## config.mk

```make
export PLATFORM = sky130hd
export DESIGN_NAME = i2c_master_arbiter
export DESIGN_NICKNAME = d
export VERILOG_FILES = /design/src/rtl/i2c_master_arbiter.sv
export SDC_FILE = /design/constraint.sdc
export NUM_CORES = 1
export LEC_CHECK = 0
export ABC_AREA = 1
export CAP_MARGIN = 20
export CORE_ASPECT_RATIO = 0.75
export CORE_MARGIN = 2
export CORE_UTILIZATION = 40
export DETAILED_ROUTE_END_ITERATION = 8
export PLACE_DENSITY = 0.66
export SKIP_LAST_GASP = 1
export SYNTH_ARGS = -nofsm -noshare
export SYNTH_HDL_FRONTEND = slang
export SYNTH_SLANG_ARGS = --single-unit
```

## constraint.sdc

```tcl
create_clock -name clk -period 1.7 [get_ports clk]
set_input_delay 0.34 -clock clk [delete_from_list [all_inputs] [get_ports clk]]
set_output_delay 0.34 -clock clk [all_outputs]
set_load 0.02 [all_outputs]
```

## src/rtl/i2c_master_arbiter.sv

```systemverilog
// i2c_master_arbiter: round-robin sharing of one I2C master FSM among
// N byte requesters, with a timeout-driven reset of a hung master.
module i2c_master_arbiter #(
    parameter int N       = 2,
    parameter int TIMEOUT = 4096
) (
    input  logic           clk,
    input  logic           rst_,
    input  logic [N-1:0]   req,
    input  logic [N-1:0]   rw,
    input  logic [8*N-1:0] wdata,
    output logic [N-1:0]   gnt,
    output logic [N-1:0]   done,
    output logic           err,
    output logic [7:0]     rdata,
    output logic           m_select_,
    output logic [7:0]     m_reset_reg,
    output logic [7:0]     m_control,
    output logic [7:0]     m_wdata,
    input  logic           m_done,
    input  logic           m_nack,
    input  logic [7:0]     m_rdata
);

    localparam int IW = $clog2(N);
    localparam int CW = $clog2(TIMEOUT);
    localparam logic [CW-1:0] CNT_LAST = CW'(TIMEOUT - 1);
    localparam logic [7:0] CMD_READ  = 8'hAA;
    localparam logic [7:0] CMD_WRITE = 8'h55;
    localparam logic [7:0] CMD_NONE  = 8'h00;
    localparam logic [7:0] RST_CMD   = 8'hCC;
    localparam logic [7:0] RST_RUN   = 8'h00;

    typedef enum logic [2:0] {
        S_IDLE,
        S_ISSUE,
        S_WAIT,
        S_ABORT,
        S_COMPLETE
    } state_t;

    state_t          state_q, state_d;
    logic [IW-1:0]   ptr_q;
    logic [IW-1:0]   win_q;
    logic            rw_q;
    logic [7:0]      wd_q;
    logic [CW-1:0]   cnt_q;
    logic            ab_q;
    logic            err_q;
    logic [7:0]      rd_q;
    logic            rd_upd_q;
    logic [IW-1:0]   arb_idx;
    logic            found;
    logic [N-1:0]    win_oh;
    logic [N-1:0]    o_gnt;
    logic [N-1:0]    o_done;
    logic            o_sel;
    logic [7:0]      o_ctrl;
    logic [7:0]      o_rr;

    // Round-robin pick: first request at or above ptr, wrapping to 0.
    always_comb begin
        arb_idx = '0;
        found   = 1'b0;
        for (int k = 0; k < N; k++) begin
            if (!found && req[(int'(ptr_q) + k) % N]) begin
                found   = 1'b1;
                arb_idx = IW'((int'(ptr_q) + k) % N);
            end
        end
    end

    // One-hot form of the latched winner.
    always_comb begin
        win_oh        = '0;
        win_oh[win_q] = 1'b1;
    end

    // Next state and the output values the current state calls for.
    always_comb begin
        state_d = state_q;
        o_gnt   = '0;
        o_done  = '0;
        o_sel   = 1'b1;
        o_ctrl  = CMD_NONE;
        o_rr    = RST_RUN;
        case (state_q)
            S_IDLE: begin
                if (found) state_d = S_ISSUE;
            end
            S_ISSUE: begin
                o_gnt   = win_oh;
                o_sel   = 1'b0;
                o_ctrl  = rw_q ? CMD_READ : CMD_WRITE;
                state_d = S_WAIT;
            end
            S_WAIT: begin
                o_gnt  = win_oh;
                o_sel  = 1'b0;
                o_ctrl = rw_q ? CMD_READ : CMD_WRITE;
                if (m_done)                 state_d = S_COMPLETE;
                else if (cnt_q == CNT_LAST) state_d = S_ABORT;
            end
            S_ABORT: begin
                o_gnt = win_oh;
                o_sel = 1'b0;
                o_rr  = RST_CMD;
                if (ab_q) state_d = S_COMPLETE;
            end
            S_COMPLETE: begin
                o_gnt   = win_oh;
                o_done  = win_oh;
                state_d = S_IDLE;
            end
            default: state_d = S_IDLE;
        endcase
    end

    // State register.
    always_ff @(posedge clk or negedge rst_) begin
        if (!rst_) state_q <= S_IDLE;
        else       state_q <= state_d;
    end

    // Transaction latches, timeout counter and round-robin pointer.
    always_ff @(posedge clk or negedge rst_) begin
        if (!rst_) begin
            ptr_q    <= '0;
            win_q    <= '0;
            rw_q     <= 1'b0;
            wd_q     <= '0;
            cnt_q    <= '0;
            ab_q     <= 1'b0;
            err_q    <= 1'b0;
            rd_q     <= '0;
            rd_upd_q <= 1'b0;
        end else begin
            case (state_q)
                S_IDLE: begin
                    if (found) begin
                        win_q <= arb_idx;
                        rw_q  <= rw[arb_idx];
                        wd_q  <= wdata[8*int'(arb_idx) +: 8];
                    end
                end
                S_ISSUE: begin
                    cnt_q    <= '0;
                    ab_q     <= 1'b0;
                    err_q    <= 1'b0;
                    rd_upd_q <= 1'b0;
                end
                S_WAIT: begin
                    if (cnt_q != CNT_LAST) cnt_q <= cnt_q + 1'b1;
                    if (m_done) begin
                        err_q <= m_nack;
                        if (rw_q) begin
                            rd_q     <= m_rdata;
                            rd_upd_q <= 1'b1;
                        end
                    end
                end
                S_ABORT: begin
                    ab_q  <= ~ab_q;
                    err_q <= 1'b1;
                end
                S_COMPLETE: begin
                    ptr_q <= (win_q == IW'(N - 1)) ? '0 : win_q + 1'b1;
                end
                default: ;
            endcase
        end
    end

    // Registered outputs, one cycle behind the state that selects them.
    always_ff @(posedge clk or negedge rst_) begin
        if (!rst_) begin
            gnt         <= '0;
            done        <= '0;
            err         <= 1'b0;
            rdata       <= '0;
            m_select_   <= 1'b1;
            m_reset_reg <= RST_RUN;
            m_control   <= CMD_NONE;
            m_wdata     <= '0;
        end else begin
            gnt         <= o_gnt;
            done        <= o_done;
            m_select_   <= o_sel;
            m_reset_reg <= o_rr;
            m_control   <= o_ctrl;
            err         <= (state_q == S_COMPLETE) && err_q;
            if (state_q == S_ISSUE)
                m_wdata <= wd_q;
            if (state_q == S_COMPLETE && rd_upd_q)
                rdata <= rd_q;
        end
    end

endmodule

```

==> reports/qor.yml, run 1 <==
run_status:
  outcome: "complete, no violations"
clocking:
  cts.clk_slew.worst_paths_ns: 0.07
  cts_buffers: 9
  cts_tree: "built"
  clock_latency_ns: 0.33
  htree_levels: 3
  cts.sinks: 62
  clk_path_buf_depth: 2
  clockRootBuffer: "clkbuf_8"
setup_path:
  rrSetupSlack_ns: 0.15
  slowest_delay_ns: 0.61
  path_delay_family: "buffers and inverters"
  path_cells: "clkdlybuf4s50_1"
  crit_type: "flip-flop to primary output"
  r2r-end: "cnt_q[0]"
  cp-start-kind: "flip-flop"
  cp.arrival_ns: 1.30
  path_max_fanout: 2
  crit_buf_inv: 1
  crit_start: "rdata[2]"
  slowest_stage: "clkdlybuf4s50_1"
  r2r_start: "cnt_q[0]"
  worstRegToRegCells: 8
  cp-end-kind: "primary output"
  crit_required_ns: 1.36
worst_hold_path:
  hold_class: "flip-flop to flip-flop"
  hold_start: "rdata[3]"
  whs_endpoint: "rdata[3]"
  min_path_cells: 2
drt:
  drtAntennaViolNets: 0
  first_pass_iters: 4
  drc: 0
  drtIter0Drc: 152
  via_count: 2226
  wl_per_cell_um: 11.9
  drt_wl_total_um: 5840
  viasPerCell: 4.53
job:
  drv_cap: 0
placed_design:
  port_buffers: 65
  place_congestion: 0.815
  pre_cts_slack_ns: 0.0660
  placed_cell_area_um2: 3570
  dp_hpwl_um: 4220
logic_synthesis:
  yosys.cell_types.count: 29
  synthesis.instances: 322
  synth.avg_cell_area_um2: 8.86
  netlist_area_um2: 2850
  netlist_top_cells_area: "dfrtp_1 (54%), nand2_1 (9.2%), o21ai_0 (5.4%), inv_1 (5.0%), nand3_1 (4.7%)"
  yosys.area.top_type: "dfrtp_1"
  yosysSeqAreaShare_pct: 54.4
  ys_seq_elements: 62
  yosys_warnings: 0
  netlist.area_leader.share_pct: 53.5
grt:
  grt_first_pass_wirelength_um: 9900
  antenna_found_initial: 0
  grt.overflow.total: 0
  first_global_vias: 2161
  grt_usage_pct: 16.2
  grt_start_max_net_pins: 33
finish:
  area_growth_pct: 33.2
  diodes: 0
  drive_above_1_share_pct: 9.67
  largest_reg_flops: 12
  post-route-util_pct: 55.4
  fin_area_um2: 3800
  fill_cells: 625
  regMostFlops: "cnt_q"
  nNetsFinal: 421
pwr:
  peakVddDrop_v: 0.000714
  power_density_nw_per_um2: 1610
  p_leak_nw: 2.07
  p_total_mw: 6.13
timing:
  setup_viol: 0
  rsz0062_at_grt: "no"
  fin_crit_ns: 1.64
  fmax_ghz: 0.608
  layout_setup_ws_ns: 0.0565
  skew_ns: 0.00660
  min_period_over_period_pct: 96.7
  hold_violations: 0
  fin_tns_setup_ns: 0
  final_max_slew_viol_count: 0
floorplan:
  rows: 26
  start_util_pct: 41.6
  die_w_um: 102
  fp.dieH_um: 77.1
  ios: 70
  core_area_um2: 6860
  die-area_um2: 7830
-- power by group --
part / switching (mW) / internal (mW)
clock: 0.542 / 0.674
combinational: 1.40 / 1.15
sequential: 0.330 / 2.04
total: 2.27 / 3.86
-- worst min-delay path: cells and delay by family, from the launching register on --
kind	cells	cell delay [ns]
flip-flops	1	0.34
AO/OA/AOI/OAI	1	0.06
AND/OR/NAND/NOR	1	0.05
-- cells in the mapped netlist --
master,number
buf_2,4
nand3b_1,1
inv_2,1
or2_2,1
conb_1,1
nand3_4,1
mux2_4,4
buf_4,14
a21oi_1,14
nor2_1,31
clkbuf_1,2
nand4_1,2
nand2_1,70
nor2_8,1
nor2_4,1
inv_1,38
o21ai_0,31
dfrtp_1,61
mux2_2,4
nand2_2,2
ha_1,1
nor3_1,2
o31ai_1,1
nand2_4,1
buf_6,1
xor2_1,3
nand3_1,27
a31oi_1,1
dfstp_2,1
-- cell usage in the layout, fill, tap and decap left out, types with 2 or more instances in the layout --
cell type        count
clkbuf_1             3
clkbuf_8             9
clkdlybuf4s50_1     44
nand2_2              2
mux2_4               4
mux2_2               4
dfrtp_1             61
nor2_1              31
nand2_1             70
dlygate4sd2_1        2
clkinv_2             2
nand3_1             27
buf_4                5
nand4_1              2
a21oi_1             14
dlymetal6s2s_1      18
o21ai_0             31
conb_1               4
nor3_1               2
xor2_1               3
buf_12               2
inv_1               38
-- cell type report --
cell class	count	area (um^2)	area share, %
flip-flops and latches	62	1550	40.8
well taps	98	123	3.23
clock buffers	12	135	3.55
inverters	39	146	3.85
repair buffers	73	776	20.4
multi-input cells	203	1020	26.9
clock inverters	4	47.5	1.25
-- cells by family after synthesis --
logic type | Yosys count | share of synthesized area, %
xor gates and xnor gates | 3 | 0.921
adders and majority gates | 1 | 0.439
muxes | 8 | 3.68
AOI/OAI and AO/OA | 47 | 8.38
DFF | 62 | 54.4
and+or+nand+nor | 140 | 21.8
buffers and inverters | 60 | 10.2
other | 1 | 0.131
-- routing by layer --
metal  global-route usage [%]  vias up  part of all wire [%]
met5                        0        -                     0
met4                     4.59        0                  0.68
met3                     7.47        4                   8.5
met2                     23.4       75                    42
met1                     21.9     1011                    48
li1                         -     1136                     -
-- stage by stage --
stage                     instances  hold slack [ns]
after floorplan                 325           0.0444
after global placement          474            0.321
after detailed placement        474            0.326
after CTS                       491            0.486
after global routing            491            0.510
final                           491            0.481
-- how the worst max path moves through the flow --
stage	slack, ns	cells past startpoint	to
after floorplan	0.38	8	cnt_q[8]
after global placement	0.12	6	wd_q[3]
after detailed placement	0.07	6	wd_q[7]
after CTS	0.009	1	m_control[5]
after global routing	0.0002	1	rdata[2]
final	0.06	1	rdata[2]
-- timing repair --
item | 4_1_cts | 5_1_grt
setup buffers | 0 | 0
hold buffers | 1 | 0
gates cloned | 0 | 0
endpoints found under the setup margin | 2 | 18
hold endpoints to repair | 17 | 0
gates resized for setup | 2 | 18
(Power assumes the default switching activity.)
==> run 2, diff against run 1 <==
Settings changed: SKIP_CTS_REPAIR_TIMING set to 1, SLEW_MARGIN set to 20.
==> reports/qor.yml, run 2 (same netlist as run 1, synthesis figures left out) <==
run_status:
  outcome: "complete, no violations"
grt:
  first_global_vias: 2161  # unchanged
  grt_usage_pct: 16.2  # unchanged
  grt.overflow.total: 0  # unchanged
  grt_first_pass_wirelength_um: 9900  # unchanged
  grt_start_max_net_pins: 33  # unchanged
  antenna_found_initial: 0  # unchanged
drt:
  viasPerCell: 4.54  # about the same
  first_pass_iters: 4  # unchanged
  wl_per_cell_um: 11.9  # about the same
  via_count: 2227  # +0.045%
  drt_wl_total_um: 5850  # about the same
  drtAntennaViolNets: 0  # unchanged
  drt-met1-wl_um: 2830  # about the same
  drc: 0  # unchanged
  wl_met2_um: 2490  # +0.16%
  top_layer: "met4"
  drtIter0Drc: 148  # -2.6%
  wl_met3_um: 493  # -0.40%
timing:
  hold_violations: 0  # unchanged
  fin_tns_setup_ns: 0  # unchanged
  min_period_over_period_pct: 96.5  # -0.13 points
  setup_viol: 0  # unchanged
  fmax_ghz: 0.609  # +0.13%
  final_max_slew_viol_count: 0  # unchanged
  skew_ns: 0.00645  # -0.000149 ns
  fin_crit_ns: 1.64  # -0.00215 ns
  rsz0062_at_grt: "no"
placed_design:
  dp_hpwl_um: 4220  # unchanged
  place_congestion: 0.815  # unchanged
  port_buffers: 65  # unchanged
floorplan:
  core_area_um2: 6860  # unchanged
  start_util_pct: 41.6  # unchanged
  ios: 70  # unchanged
  die-area_um2: 7830  # unchanged
  rows: 26  # unchanged
  fp.dieH_um: 77.1  # unchanged
  die_w_um: 102  # unchanged
setup_path:
  crit_start: "rdata[2]"
  path_cells: "clkdlybuf4s50_1"
  cp-start-kind: "flip-flop"
  crit_required_ns: 1.36  # about the same
  path_delay_family: "buffers and inverters"
  worstRegToRegCells: 8  # unchanged
  cp-end-kind: "primary output"
  rrSetupSlack_ns: 0.15  # about the same
  crit_type: "flip-flop to primary output"
  slowest_delay_ns: 0.61  # about the same
  r2r_start: "cnt_q[0]"
  cp.arrival_ns: 1.30  # about the same
  crit_buf_inv: 1  # unchanged
  r2r-end: "cnt_q[0]"
  path_max_fanout: 2  # unchanged
  slowest_stage: "clkdlybuf4s50_1"
pwr:
  power_density_nw_per_um2: 1610  # about the same
  p_leak_nw: 2.09  # +0.88%
  peakVddDrop_v: 0.000713  # about the same
  p_total_mw: 6.14  # +0.15%
finish:
  largest_reg_flops: 12  # unchanged
  area_growth_pct: 33.5
  layout_common_cells: "nand2_1 (70), dfrtp_1 (61), clkdlybuf4s50_1 (44), inv_1 (38)"
  diodes: 0  # unchanged
  regMostFlops: "cnt_q"
  layout_commonest_cell: "nand2_1"
  drive_above_1_share_pct: 9.67  # unchanged
  fill_cells: 622  # -0.48%
  nNetsFinal: 421  # unchanged
clocking:
  clk_path_buf_depth: 2  # unchanged
  clock_latency_ns: 0.33  # about the same
  cts.clk_slew.worst_paths_ns: 0.07  # about the same
  htree_levels: 3  # unchanged
  cts_buffers: 9  # unchanged
  cts_tree: "built"
  cts.sinks: 62  # unchanged
  clockRootBuffer: "clkbuf_8"
job:
  drv_cap: 0  # unchanged
worst_hold_path:
  hold_start: "rdata[3]"
  hold_class: "flip-flop to flip-flop"
  min_path_cells: 2  # unchanged
  whs_endpoint: "rdata[3]"
## run 2: how the worst max path moves through the flow
stage / end / slack, ns / depth (start not counted)
global route: rdata[2] / 0.0002 / 1
global placement: wd_q[3] / 0.12 / 6
floorplan: cnt_q[8] / 0.38 / 8
detailed placement: wd_q[7] / 0.07 / 6
CTS: m_select_ / -0.11 / 1
finish: rdata[2] / 0.06 / 1
## run 2: power breakdown
group / internal, mW / leakage, nW / total (mW) / switching [mW]
clock network: 0.674 / 0.0904 / 1.22 / 0.541
registers: 2.04 / 0.776 / 2.37 / 0.329
logic: 1.16 / 1.22 / 2.56 / 1.40
total: 3.87 / 2.09 / 6.14 / 2.27
## run 2: worst reg2reg max path: stages, from the launching register on
cell and delay [ns]:
dfrtp_1 0.41, ha_1 0.19, nand2_1 0.09, nor2_1 0.16, nand3_1 0.14, nand2_2 0.19, buf_4 0.16, nand3_1 0.06
o21ai_0 0.08
## run 2: cell type report
type | instances | area [um^2] | share of cell area (%)
Clock buffer | 12 | 135 | 3.55
Timing Repair Buffer | 73 | 783 | 20.6
Sequential cell | 62 | 1550 | 40.8
Clock inverter | 4 | 47.5 | 1.25
Tap cell | 98 | 123 | 3.22
Multi-Input combinational cell | 203 | 1020 | 26.8
Inverter | 39 | 146 | 3.84
## run 2: metrics by stage
stage                     utilization, %  hold slack (ns)  area, um^2  worst slack (ns)  instances
after floorplan                        -           0.0444        2860             0.381        325
after global placement              52.0            0.321        3570             0.118        474
after detailed placement            52.0            0.326        3570            0.0660        474
after CTS                           54.6          -0.0414        3750            -0.110        490
after global routing                55.5            0.510        3810          0.000232        491
final                               55.5            0.481        3810            0.0587        491
## run 2: metal layers
| metal | track usage, % | vias to the layer above |
|---|---|---|
| met4 | 4.59 | 0 |
| met3 | 7.47 | 4 |
| met2 | 23.4 | 75 |
| met5 | 0 | - |
| met1 | 21.9 | 1011 |
| li1 | - | 1137 |
